<file path="src/rtl/ifetch_pkg.sv">
// Shared types and constants for the instruction-fetch refill path.
package ifetch_pkg;
  localparam int ADDR_W         = 32;
  localparam int OFF_W          = 4;
  localparam int WORD_W         = 32;
  localparam int WORDS_PER_LINE = 4;
  localparam int LINE_W         = WORDS_PER_LINE * WORD_W;
  localparam int TIMEOUT_CYC    = 64;

  typedef enum logic [2:0] {
    IDLE,
    REQ,
    DRAIN,
    FILL,
    RESUME,
    ERR
  } refillState_t;

  function automatic logic [ADDR_W-1:0] line_align(input logic [ADDR_W-1:0] addr);
    return {addr[ADDR_W-1:OFF_W], {OFF_W{1'b0}}};
  endfunction
endpackage

</file>
<file path="src/rtl/refill_timer.sv">
// Cycle counter for an outstanding memory request; expire flags the last allowed cycle.
module refill_timer
  import ifetch_pkg::*;
#(
  parameter int TIMEOUT_CYC = ifetch_pkg::TIMEOUT_CYC
) (
  input  logic Clk,
  input  logic Reset,
  input  logic clear,
  input  logic enable,
  output logic expire
);
  localparam int CNT_W = $clog2(TIMEOUT_CYC);

  logic [CNT_W-1:0] count;

  always_ff @(posedge Clk or posedge Reset) begin
    if (Reset) begin
      count <= '0;
    end else if (clear) begin
      count <= '0;
    end else if (enable) begin
      count <= count + CNT_W'(1);
    end
  end

  assign expire = enable && (count == CNT_W'(TIMEOUT_CYC - 1));
endmodule

</file>
<file path="src/rtl/icache_refill_ctrl.sv">
// L1 instruction-cache miss/refill sequencer: stalls fetch, pulls one line from
// instruction memory, writes it into the cache and tracks misses/timeouts.
//   state  | meaning
//   IDLE   | no refill outstanding
//   REQ    | line requested, waiting for mem_ready
//   DRAIN  | refill abandoned by flush, waiting out the in-flight request
//   FILL   | one-cycle cache write of the returned line
//   RESUME | bubble so the cache read sees the fill
//   ERR    | memory timed out; held until Reset
module icache_refill_ctrl
  import ifetch_pkg::*;
#(
  parameter int TIMEOUT_CYC = ifetch_pkg::TIMEOUT_CYC
) (
  input  logic              Clk,
  input  logic              Reset,
  input  logic [ADDR_W-1:0] fetch_addr,
  input  logic              fetch_valid,
  input  logic              cache_hit,
  input  logic              flush,
  output logic              mem_req,
  output logic [ADDR_W-1:0] mem_addr,
  input  logic              mem_ready,
  input  logic [LINE_W-1:0] mem_line,
  output logic              fill_we,
  output logic [ADDR_W-1:0] fill_addr,
  output logic [LINE_W-1:0] fill_line,
  output logic              pc_stall,
  output logic              busy,
  output logic              timeout_err,
  output logic [31:0]       miss_count
);
  refillState_t      state, nextState;
  logic [ADDR_W-1:0] lineAddr;
  logic [LINE_W-1:0] lineData;
  logic [31:0]       missCount;
  logic              timeoutErr;
  logic              miss, startRefill, timerClear, timerEnable, timerExpire;

  assign miss        = fetch_valid & ~cache_hit;
  assign startRefill = (state == IDLE) & miss & ~flush;
  assign timerEnable = (state == REQ) | (state == DRAIN);
  assign timerClear  = ((nextState == REQ) & (state != REQ)) |
                       ((nextState == DRAIN) & (state != DRAIN));

  refill_timer #(.TIMEOUT_CYC(TIMEOUT_CYC)) uTimer (
    .Clk    (Clk),
    .Reset  (Reset),
    .clear  (timerClear),
    .enable (timerEnable),
    .expire (timerExpire)
  );

  always_ff @(posedge Clk or posedge Reset) begin
    if (Reset) begin
      state <= IDLE;
    end else begin
      state <= nextState;
    end
  end

  always_comb begin
    nextState = state;
    case (state)
      IDLE:    if (startRefill) nextState = REQ;
      REQ: begin
        // Same-cycle flush and ready: the line is stale, drop it.
        if (mem_ready)        nextState = flush ? IDLE : FILL;
        else if (flush)       nextState = DRAIN;
        else if (timerExpire) nextState = ERR;
      end
      DRAIN: begin
        if (mem_ready)        nextState = IDLE;
        else if (timerExpire) nextState = ERR;
      end
      FILL:    nextState = RESUME;
      RESUME:  nextState = IDLE;
      ERR:     nextState = ERR;
      default: nextState = IDLE;
    endcase
  end

  always_ff @(posedge Clk or posedge Reset) begin
    if (Reset) begin
      lineAddr   <= '0;
      lineData   <= '0;
      missCount  <= '0;
      timeoutErr <= 1'b0;
    end else begin
      if (startRefill) begin
        lineAddr <= line_align(fetch_addr);
        if (missCount != 32'hFFFF_FFFF) missCount <= missCount + 32'd1;
      end
      if ((state == REQ) && mem_ready && !flush) lineData <= mem_line;
      if ((nextState == ERR) && (state != ERR)) timeoutErr <= 1'b1;
    end
  end

  assign mem_req     = timerEnable;
  assign mem_addr    = lineAddr;
  assign fill_we     = (state == FILL);
  assign fill_addr   = lineAddr;
  assign fill_line   = lineData;
  assign pc_stall    = startRefill | (state != IDLE);
  assign busy        = (state != IDLE);
  assign timeout_err = timeoutErr;
  assign miss_count  = missCount;
endmodule
</file>
<file path="config.mk">
export PLATFORM = sky130hd
export DESIGN_NAME = icache_refill_ctrl
export DESIGN_NICKNAME = d
export VERILOG_FILES = /design/src/rtl/ifetch_pkg.sv /design/src/rtl/refill_timer.sv /design/src/rtl/icache_refill_ctrl.sv
export SDC_FILE = /design/constraint.sdc
export NUM_CORES = 1
export LEC_CHECK = 0
export CORE_AREA = 5 5 152 154
export DETAILED_ROUTE_END_ITERATION = 8
export DIE_AREA = 0 0 157 159
export PLACE_DENSITY = 0.76
export SLEW_MARGIN = 40
export SYNTH_ARGS = -nofsm -noshare
export SYNTH_HDL_FRONTEND = slang
export SYNTH_SLANG_ARGS = --single-unit
</file>
<file path="constraint.sdc">
create_clock -name Clk -period 16.8 [get_ports Clk]
set_clock_uncertainty 0.1 [all_clocks]
set_input_delay 4.2 -clock Clk [delete_from_list [all_inputs] [get_ports Clk]]
set_output_delay 4.2 -clock Clk [all_outputs]
set_load 0.01 [all_outputs]
</file>
### Word-level counts from Yosys, hierarchy flattened

Cells that the tools add are included.

| cells by class | value |
|---|---|
| add/sub/neg operators | 2 |
| multiply operators | 0 |
| divide/modulo/power cells | 0 |
| magnitude comparators | 0 |
| equality and inequality tests | 12 |
| shift-type cells | 0 |
| mux-type cells | 9 |
| bitwise operators | 10 |
| reductions and logical operators | 9 |

Operators with widths:

| operator | count |
|---|---|
| $add A32 B1 Y32 const B | 1 |
| $ne A32 B32 Y1 const B | 1 |
| $mux W3 | 5 |
| $pmux W3 S5 | 1 |
| $mux W6 | 2 |
| $eq A3 B2 Y1 const B | 3 |
| $add A6 B1 Y6 const B | 1 |
| $eq A3 B1 Y1 const B | 2 |
| $eq A3 B3 Y1 const B | 2 |
| $eq A6 B6 Y1 const B | 1 |
| $and A1 B1 Y1 | 5 |
| $logic_and A1 B1 Y1 | 4 |
| $logic_not A3 Y1 | 1 |
| $ne A3 B1 Y1 const B | 1 |
| $ne A3 B2 Y1 const B | 1 |
| $ne A3 B3 Y1 const B | 1 |
| $or A1 B1 Y1 | 3 |
| $reduce_bool A3 Y1 | 1 |
| $mux W2 | 1 |
| $not A1 Y1 | 2 |
| $reduce_and A2 Y1 | 1 |
| $reduce_bool A2 Y1 | 1 |
| $logic_not A1 Y1 | 1 |

| word-level totals | value |
|---|---|
| register bits after elaboration | 198 |
| latch bits | 0 |
| RAM bits | 0 |
| memory bits (read-only) | 0 |
| input bits | 166 |
| output and inout bits | 229 |
| word-level logic and storage cells | 48 |
| memories kept | 0 |

### Logic depth before layout (Yosys ltp)

Gate-level depths: netlist (run 1).

| depth | value |
|---|---|
| depth in word-level cells | 11 |
| depth in mapped cells | 6 |
| mapped depth without buffers | 6 |

### Cells and area by module

From an unflattened synthesis (run 1), not the netlist that was laid out.

| unflattened totals | value |
|---|---|
| cell total of the unflattened synthesis | 585 |
| area, all modules | 8202.9 sq um |

By module, submodules not included:

| module | times used | cells an instance | area each (sq um) | seq. area each (sq um) |
|---|---|---|---|---|
| icache_refill_ctrl | 1 | 556 | 7917.6 | 4804.6 |
| refill_timer | 1 | 29 | 285.3 | 150.1 |

### Worst setup path before layout (run 1)

Ideal clock, no wire load.

| timing | value |
|---|---|
| path type | in2out |
| from | input port flush |
| to | output port pc_stall |
| arrival | 4829 ps |
| data required time | 12500 ps |
| path slack | 7671 ps |
| cell stages on the path | 2 |
| buffers on the path | 0 |
| path through | or3b_1 > nand2b_1 |

| between the ends | value |
|---|---|
| longest elaborated chain between the ends | 3 |

Ends and longest elaborated chain:

| element | RTL line | text |
|---|---|---|
| start: declaration | icache_refill_ctrl.sv:20 | `input logic flush,` |
| $not A1 Y1 | icache_refill_ctrl.sv:41 | `assign startRefill = (state == IDLE) & miss & ~flush;` |
| $and A1 B1 Y1 | icache_refill_ctrl.sv:41 |  |
| $or A1 B1 Y1 | icache_refill_ctrl.sv:104 | `assign pc_stall = startRefill \| (state != IDLE);` |
| end: declaration | icache_refill_ctrl.sv:28 | `output logic pc_stall,` |

No other way between the ends.

### Final worst setup path (run 1)

Ends and elaborated chain as after synthesis.

==> results of run 1 <==
power groups by stage:
| stage | clock [W] | combinational [W] | sequential, W |
|---|---|---|---|
| 2_1_floorplan | 0 | 0.0000154 | 0.000489 |
| 3_3_place_gp | 0 | 0.0000605 | 0.000489 |
| 3_5_place_dp | 0 | 0.0000615 | 0.000489 |
| 4_1_cts | 0.000409 | 0.0000617 | 0.000479 |
| 5_1_grt | 0.000429 | 0.0000653 | 0.000479 |
| 6_report | 0.000397 | 0.0000601 | 0.000479 |
registers in the layout, indices dropped and copies added (netlist names):
| name | cells |
|---|---|
| timeout_err | 1 |
| uTimer.count | 6 |
| fill_line | 128 |
| fill_addr | 28 |
| miss_count | 32 |
| state | 3 |
cell families (layout without fill, tap and decap cells):
| logic type | Yosys count | in the layout | share of synthesized area [%] |
|---|---|---|---|
| other cells | 1 | 9 | 0.0456 |
| mux | 157 | 157 | 21.5 |
| compound gates | 21 | 21 | 1.99 |
| flops | 198 | 198 | 60.2 |
| xor+xnor | 36 | 36 | 3.83 |
| fa+ha+maj | 2 | 2 | 0.304 |
| buf+inv | 64 | 423 | 4.83 |
| simple gates | 104 | 104 | 7.31 |
worst max-delay path: cells and delay by family:
family / cells / cell delay, ns
buf+inv: 2 / 1.02
simple gates: 2 / 0.64
stage by stage:
stage | hold WS, ns | power (W) | instance area, um2
final | 0.369 | 0.000937 | 12700
after global routing | 0.406 | 0.000974 | 12700
after detailed placement | 0.355 | 0.000550 | 12100
after global placement | 0.359 | 0.000549 | 12100
after CTS | 0.374 | 0.000950 | 12700
after floorplan | 0.397 | 0.000505 | 8260
routing by layer:
layer / up-vias / GRT usage, % / wire, um
li1: 2707 / - / -
met1: 2911 / 19.8 / 8190
met2: 274 / 32.0 / 11800
met3: 23 / 8.18 / 2800
met4: 0 / 5.17 / 360
met5: - / 0 / 0
cell type report:
type	instances	area [um2]	area share, %
Clock inverter	14	140	1.11
Multi-Input combinational cell	328	2920	23.0
Clock buffer	18	429	3.38
Sequential cell	198	4950	39.1
Antenna cell	1	2.50	0.0197
Inverter	7	38.8	0.306
Timing Repair Buffer	384	3850	30.3
Tap cell	280	350	2.76
worst min path at each step:
stage                     slack [ns]           to  cells past startpoint   startpoint
after floorplan                 0.40  timeout_err                      2  timeout_err
after global placement          0.36  timeout_err                      2  timeout_err
after detailed placement        0.36  timeout_err                      2  timeout_err
after CTS                       0.37  timeout_err                      2  timeout_err
after global routing            0.41  timeout_err                      2  timeout_err
final                           0.37  timeout_err                      2  timeout_err
layout by cell type (no fill, tap or decap), types with 3 or more instances in the layout:
| cell | netlist | final |
|---|---|---|
| a21oi_1 | 3 | 3 |
| nor4_1 | 6 | 6 |
| nand3_1 | 10 | 9 |
| dfrtp_1 | 198 | 198 |
| clkinv_8 | 0 | 3 |
| nand4_1 | 9 | 9 |
| inv_6 | 0 | 6 |
| xnor2_1 | 12 | 12 |
| clkdlybuf4s50_1 | 0 | 382 |
| nor3_1 | 5 | 5 |
| and4_1 | 9 | 9 |
| and3_1 | 4 | 4 |
| inv_1 | 7 | 6 |
| clkbuf_16 | 0 | 17 |
| conb_1 | 1 | 8 |
| and2_1 | 6 | 6 |
| xor2_1 | 24 | 24 |
| o2111ai_1 | 3 | 3 |
| nand2_1 | 23 | 23 |
| nor2_1 | 18 | 18 |
| nor2b_1 | 3 | 3 |
| mux2_2 | 157 | 157 |
| a31oi_1 | 3 | 3 |
==> flow_metrics.tcl, run 1 <==
set metrics [dict create \
    yosys_warnings 0 \
    synthTopCellsByCount "dfrtp_1 (198), mux2_2 (157), buf_4 (36), xor2_1 (24), nand2_1 (23)" \
    nets 1104 \
    r2r_start "state[0]" \
    die_y_um 159 \
    synth_area_um2 8230 \
    drt.antenna.violating_nets 0 \
    internal_power_w 0.000716 \
    vias 5915 \
    setup_tns_ns 0 \
    yosysTopAreaCell "dfrtp_1" \
    clkTransAtPathRegs_ns 0.08 \
    syn_area_per_cell_um2 14.1 \
    crit_path_end_kind "output port" \
    synth_edf_count 0 \
    min_path_type "flop to flop" \
    track_usage_pct 18.3 \
    place_hpwl_um 17600 \
    synth_most_common_cell "dfrtp_1" \
    endpoint "pc_stall" \
    power.density_nw_per_um2 73.9 \
    fp-row-count 54 \
    antenna_found_initial 1 \
    cts-root-buf "clkbuf_16" \
    fin_util_pct 58.8 \
    grt_pass1_wl_um 35500 \
    startpoint "flush" \
    die_w_um 157 \
    start_util_pct 38.2 \
    area.growth.synth_to_final_pct 54.0 \
    ys_ff_latch 198 \
    yosys.cell_types.count 43 \
    cts_resized 0 \
    setup_viol 0 \
    worstMarginPinSlew_ns 0.799 \
    numPortBuffers 382 \
    async_flop_share_pct 100 \
    p_sw_w 0.000221 \
    p_leak_nw 5.85 \
    postCtsSetupBuffers 0 \
    clockBufferDepth 2 \
    switching_share_pct 23.6 \
    drc 0 \
    layout_setup_ws_ns 6.63 \
    cts_tree "built" \
    layout-drive-gt1-share_pct 21.1 \
    grt_start_max_net_pins 128 \
    dr.pass1.iters 4 \
    yosysSeqAreaShare_pct 60.2 \
    rsz0062_at_grt "no" \
    clock_latency_ns 0.43 \
    synth_ff_type "dfrtp_1" \
    finalNonFillerCells 1230 \
    critical_path.max_stage_delay_ns 0.53 \
    r2r_cells 4 \
    reg2reg_to "fill_line[113]" \
    grt_pass1_vias 6313 \
    slew_headroom_pct 46.7 \
    worstPathRequired_ns 12.50 \
    critPathLaunchType "input port" \
    power_frac_clock_pct 42.4 \
    post-route-min-period_ns 10.17 \
    synth_area_leaders "dfrtp_1 (60%), mux2_2 (21%), buf_4 (3.3%)" \
    synth_top_area_share_pct 60.2 \
    wl_um 23100 \
    core_um2 21600 \
    placed_cells 1197 \
    status "finished clean" \
    dieArea_um2 25000 \
    crit_fanout 5 \
    ioPinCount 395 \
    htreeDepth 4 \
    max_cap_viol_count 0 \
    post_drt_wl_per_cell_um 18.8 \
    cp.arrival_ns 5.87 \
    dp_slack_ns 6.62 \
    peakVddDrop_uv 61.9 \
    seq_power_share_pct 51.2 \
    p_comb_share_pct 6.4 \
    path_class "input port to output port" \
    fmax_mhz 98.4 \
    maxSlewViolCount 0 \
    cts-buffers-inserted 17 \
    crit_path_frequent_cell "clkdlybuf4s50_1" \
    hold_violations 0 \
    drt_iter0_markers 223 \
    via_per_inst 4.81 \
    slowest_stage "clkdlybuf4s50_1" \
    place.gp.congestion 0.793 \
    grt.overflow.total 0 \
    cts.hold.buffers_added 0 \
    synthCells 583 \
    worstPathCellList "clkdlybuf4s50_1 -> or3b_1 -> nand2b_1 -> clkdlybuf4s50_1" \
    r2r_slack_ns 13.83 \
    fin_crit_sh_pct 60.5 \
    clock-sinks 198 \
    fillers 1773 \
]
Power figures use the tool's default switching activity.
==> inputs of run 2 (changes only) <==
Clock period 16.8 ns to 10.4 ns, I/O delays scaled along.
==> run 2 against run 1 <==
  * Register-to-register slack worse by 6.0 ns
  * First-iteration DRC count up 4.5%
  * Cell area up 0.23%
  * Non-clock buffer count is 1 higher
  * Critical endpoint unchanged
  * Largest power group unchanged
  * Highest routed layer unchanged
==> flow_metrics.tcl, run 2 (same netlist as run 1, synthesis figures left out) <==
set metrics [dict create \
    cts_resized 0 \
    multiInputGateArea_um2 2920 \
    cp.arrival_ns 4.27 \
    min_from "timeout_err" \
    post-route-min-period_ns 6.97 \
    r2r_start "state[0]" \
    cp_top_family "buffers and inverters" \
    switching_share_pct 23.4 \
    antenna_found_initial 0 \
    path_class "input port to output port" \
    hold_depth 2 \
    grt_start_max_net_pins 127 \
    worstMarginPinSlew_ns 0.716 \
    crit_path_frequent_cell "clkdlybuf4s50_1" \
    r2r_cells 5 \
    hold_violations 0 \
    vias 5904 \
    nets 1105 \
    cts-root-buf "clkbuf_16" \
    fillers 1742 \
    drt_iter0_markers 233 \
    p_sw_w 0.000355 \
    fin_crit_sh_pct 67.0 \
    numPortBuffers 382 \
    die_w_um 157 \
    p_leak_nw 5.87 \
    critical_path.max_stage_delay_ns 0.54 \
    min_path_type "flop to flop" \
    slowest_stage "clkdlybuf4s50_1" \
    clockBufferDepth 2 \
    crit_fanout 5 \
    drt.antenna.violating_nets 0 \
    critPathLaunchType "input port" \
    fmax_mhz 143 \
    largest_reg_flops 128 \
    final_common_cell "clkdlybuf4s50_1" \
    rsz0062_at_grt "no" \
    grt_pass1_vias 6410 \
    path_buf_inv 2 \
    setup_tns_ns 0 \
    cts-buffers-inserted 17 \
    reg2reg_to "miss_count[25]" \
    core_um2 21600 \
    clock_latency_ns 0.43 \
    final-seq-area_um2 4950 \
    place.gp.congestion 0.791 \
    area.growth.synth_to_final_pct 54.4 \
    wl_um 23100 \
    num_antenna_cells 0 \
    postCtsSetupBuffers 0 \
    clkTransAtPathRegs_ns 0.07 \
    max_cap_viol_count 0 \
    p_comb_share_pct 6.4 \
    gr-usage-met1_pct 20.5 \
    dr.pass1.iters 4 \
    r2r_slack_ns 7.88 \
    final_cell_mix "clkdlybuf4s50_1 (382), dfrtp_1 (198), mux2_2 (157), xor2_1 (24), nand2_1 (23)" \
    cts_tree "built" \
    power_frac_clock_pct 42.6 \
    worstPathCellList "clkdlybuf4s50_1 -> or3b_1 -> nand2b_1 -> clkdlybuf4s50_1" \
    dp_slack_ns 3.43 \
    grt_util_met3_pct 8.51 \
    dieArea_um2 25000 \
    min_to "timeout_err" \
    met2_usage_pct 31.7 \
    grt_pass1_wl_um 35700 \
    via_per_inst 4.80 \
    peakVddDrop_uv 93.8 \
    start_util_pct 38.2 \
    drc 0 \
    internal_power_w 0.00116 \
    power.density_nw_per_um2 120 \
    seq_power_share_pct 50.9 \
    slew_headroom_pct 52.0 \
    track_usage_pct 18.3 \
    worstPathRequired_ns 7.70 \
    top_usage_layer "met2" \
    maxSlewViolCount 0 \
    htreeDepth 4 \
    status "finished clean" \
    layout-drive-gt1-share_pct 21.2 \
    post_drt_wl_per_cell_um 18.8 \
    ioPinCount 395 \
    place_hpwl_um 17500 \
    cts.hold.buffers_added 0 \
    clock-sinks 198 \
    startpoint "flush" \
    grt.overflow.total 0 \
    setup_viol 0 \
    crit_path_end_kind "output port" \
    fp-row-count 54 \
    layout_setup_ws_ns 3.43 \
    die_y_um 159 \
]
run 2: how the worst max path moves through the flow:
stage | to | depth (start not counted) | slack, ns
4_1_cts | pc_stall | 4 | 3.43
2_1_floorplan | fill_addr[10] | 1 | 2.30
5_1_grt | pc_stall | 4 | 3.40
6_report | pc_stall | 4 | 3.43
3_3_place_gp | pc_stall | 4 | 3.42
3_5_place_dp | pc_stall | 4 | 3.43
run 2: area by class of cell:
| cell class | instances | share of cell area [%] |
|---|---|---|
| Clock buffer | 19 | 3.49 |
| Tap cell | 280 | 2.76 |
| Multi-Input combinational cell | 328 | 23.0 |
| Inverter | 7 | 0.305 |
| Sequential cell | 198 | 39.0 |
| Clock inverter | 13 | 1.08 |
| Timing Repair Buffer | 385 | 30.4 |
run 2: power by group through the flow:
stage	combinational, W	clock (W)	sequential [W]
2_1_floorplan	0.0000248	0	0.000791
3_3_place_gp	0.0000979	0	0.000789
3_5_place_dp	0.0000994	0	0.000789
4_1_cts	0.0000998	0.000669	0.000774
5_1_grt	0.000106	0.000704	0.000774
6_report	0.0000976	0.000648	0.000774
run 2: stage by stage:
step,hold WS (ns),cells,power (W),utilization [%],area [um2]
after floorplan,0.397,590,0.000816,-,8260
after global placement,0.358,1197,0.000887,56.1,12100
after detailed placement,0.353,1198,0.000889,56.3,12100
after CTS,0.380,1230,0.00154,59.0,12700
after global routing,0.416,1230,0.00158,59.0,12700
final,0.380,1230,0.00152,59.0,12700
run 2: worst register-to-register path, delay by kind of cell, from the launching register on:
kind             cells  cell delay, ns
AND/OR/NAND/NOR      3            1.38
flip-flops           1            0.49
AO/OA/AOI/OAI        1            0.30
XOR/XNOR             1            0.17
run 2: routing by layer:
layer  wire [um]  up-vias
met3        2660       19
met5           0        -
met4         303        0
li1            -     2709
met1        8500     2912
met2       11600      264
==> inputs of run 3 (changes only) <==
Settings changed: CORE_AREA 5 5 152 154 to not set, CORE_MARGIN set to 5, CORE_UTILIZATION set to 37, DIE_AREA 0 0 157 159 to not set, PLACE_DENSITY 0.76 to 0.77.
Clock period 10.4 ns to 5.8 ns, I/O delays scaled along.
==> run 3 against run 2 <==
  * Register-to-register slack got worse by 4.8 ns
  * Wire length fell by 2.1%
  * Non-clock buffer count rose by 1
  * Final cell count did not move
  * Critical endpoint unchanged
  * Largest power group unchanged
  * Highest routed layer unchanged
==> flow_metrics.tcl, run 3 (same netlist as run 1, synthesis figures left out) <==
set metrics [dict create \
    vias 5892 \
    fin_util_pct 58.0 \
    place_hpwl_um 17100 \
    final_cell_mix "clkdlybuf4s50_1 (382), dfrtp_1 (198), mux2_2 (157), xor2_1 (24), nand2_1 (23)" \
    layout_setup_ws_ns 1.12 \
    setup_viol 0 \
    drt.antenna.violating_nets 0 \
    dr.pass1.iters 4 \
    nets 1106 \
    crit_path_frequent_cell "clkdlybuf4s50_1" \
    start_util_pct 37.6 \
    clock-sinks 198 \
    grt_start_max_net_pins 102 \
    htreeDepth 4 \
    fillers 1794 \
    drc 0 \
    critical_path.max_stage_delay_ns 0.53 \
    clock_latency_ns 0.42 \
    post_drt_wl_per_cell_um 18.4 \
    ioPinCount 395 \
    clkTransAtPathRegs_ns 0.07 \
    worstPathRequired_ns 4.25 \
    critPathLaunchType "input port" \
    largest_reg_flops 128 \
    final_common_cell "clkdlybuf4s50_1" \
    status "finished clean" \
    post-route-min-period_ns 4.68 \
    cts_tree "built" \
    grt_pass1_vias 6303 \
    setup_tns_ns 0 \
    track_usage_pct 17.5 \
    fin_crit_sh_pct 80.7 \
    crit_fanout 5 \
    layout-drive-gt1-share_pct 21.2 \
    p_leak_nw 5.85 \
    grt.overflow.total 0 \
    num_antenna_cells 0 \
    wl_um 22600 \
    peakVddDrop_uv 178 \
    antenna_found_initial 0 \
    numPortBuffers 382 \
    slew_headroom_pct 46.8 \
    drt_iter0_markers 290 \
    power.density_nw_per_um2 211 \
    dp_slack_ns 1.12 \
    cts-buffers-inserted 17 \
    via_per_inst 4.79 \
    clockBufferDepth 2 \
    hold_violations 0 \
    die_w_um 159 \
    grt_pass1_wl_um 35800 \
    slowest_stage "or3b_1" \
    postCtsSetupBuffers 0 \
    cts.hold.buffers_added 0 \
    cp.arrival_ns 3.13 \
    cts-root-buf "clkbuf_16" \
    rsz0062_at_grt "no" \
    cts_resized 0 \
    core_um2 21900 \
    dieArea_um2 25300 \
    fmax_mhz 214 \
    whs_ns 0.374 \
    crit_path_end_kind "output port" \
    path_class "input port to output port" \
    worstMarginPinSlew_ns 0.793 \
    worstPathCellList "clkdlybuf4s50_1 -> or3b_1 -> nand2b_1 -> clkdlybuf4s50_1" \
    area.growth.synth_to_final_pct 54.2 \
    max_cap_viol_count 0 \
    maxSlewViolCount 0 \
    min_path_type "flop to flop" \
    fp-row-count 54 \
    place.gp.congestion 0.794 \
    die_y_um 159 \
]
run 3: final cells by class:
cell class	instances	area [um2]	share of cell area [%]
clock buffers	18	429	3.38
clock inverters	13	116	0.917
inverters	7	30.0	0.237
multi-input cells	328	2920	23.0
flip-flops and latches	198	4950	39.0
well taps	280	350	2.76
repair buffers	386	3890	30.7
run 3: final timing paths:
check                                end   startpoint  slack, ns  depth (start not counted)
hold reg to reg              timeout_err  timeout_err       0.37                          2
hold / removal               timeout_err  timeout_err       0.37                          2
min in group asynchronous  fill_line[43]        Reset       1.41                          3
max in group asynchronous  fill_line[30]        Reset       3.69                          3
setup / recovery                pc_stall        flush       1.12                          4
setup reg to reg           fill_line[31]     state[1]       3.11                          4
run 3: metal layers:
metal / GRT usage [%] / wire length, um
met5: 0 / 0
met4: 5.04 / 365
met3: 8.18 / 2610
met2: 29.4 / 11000
met1: 20.1 / 8670
run 3: power by group:
group	switching, W	leakage [nW]	internal [W]
clock	0.000556	0.260	0.000562
sequential	0.00000379	2.71	0.00138
combinational	0.0000569	2.88	0.000119
total	0.000617	5.85	0.00207
run 3: metrics by stage:
stage	total power, W	instances	area (um2)
CTS	0.00273	1230	12700
floorplan	0.00146	590	8260
detailed placement	0.00159	1199	12100
global route	0.00280	1230	12700
finish	0.00268	1230	12700
global placement	0.00159	1199	12100
run 3: critical path, delay by kind of cell:
family                 cells  cell delay, ns
buffers and inverters      2            1.03
AND/OR/NAND/NOR            2            0.65
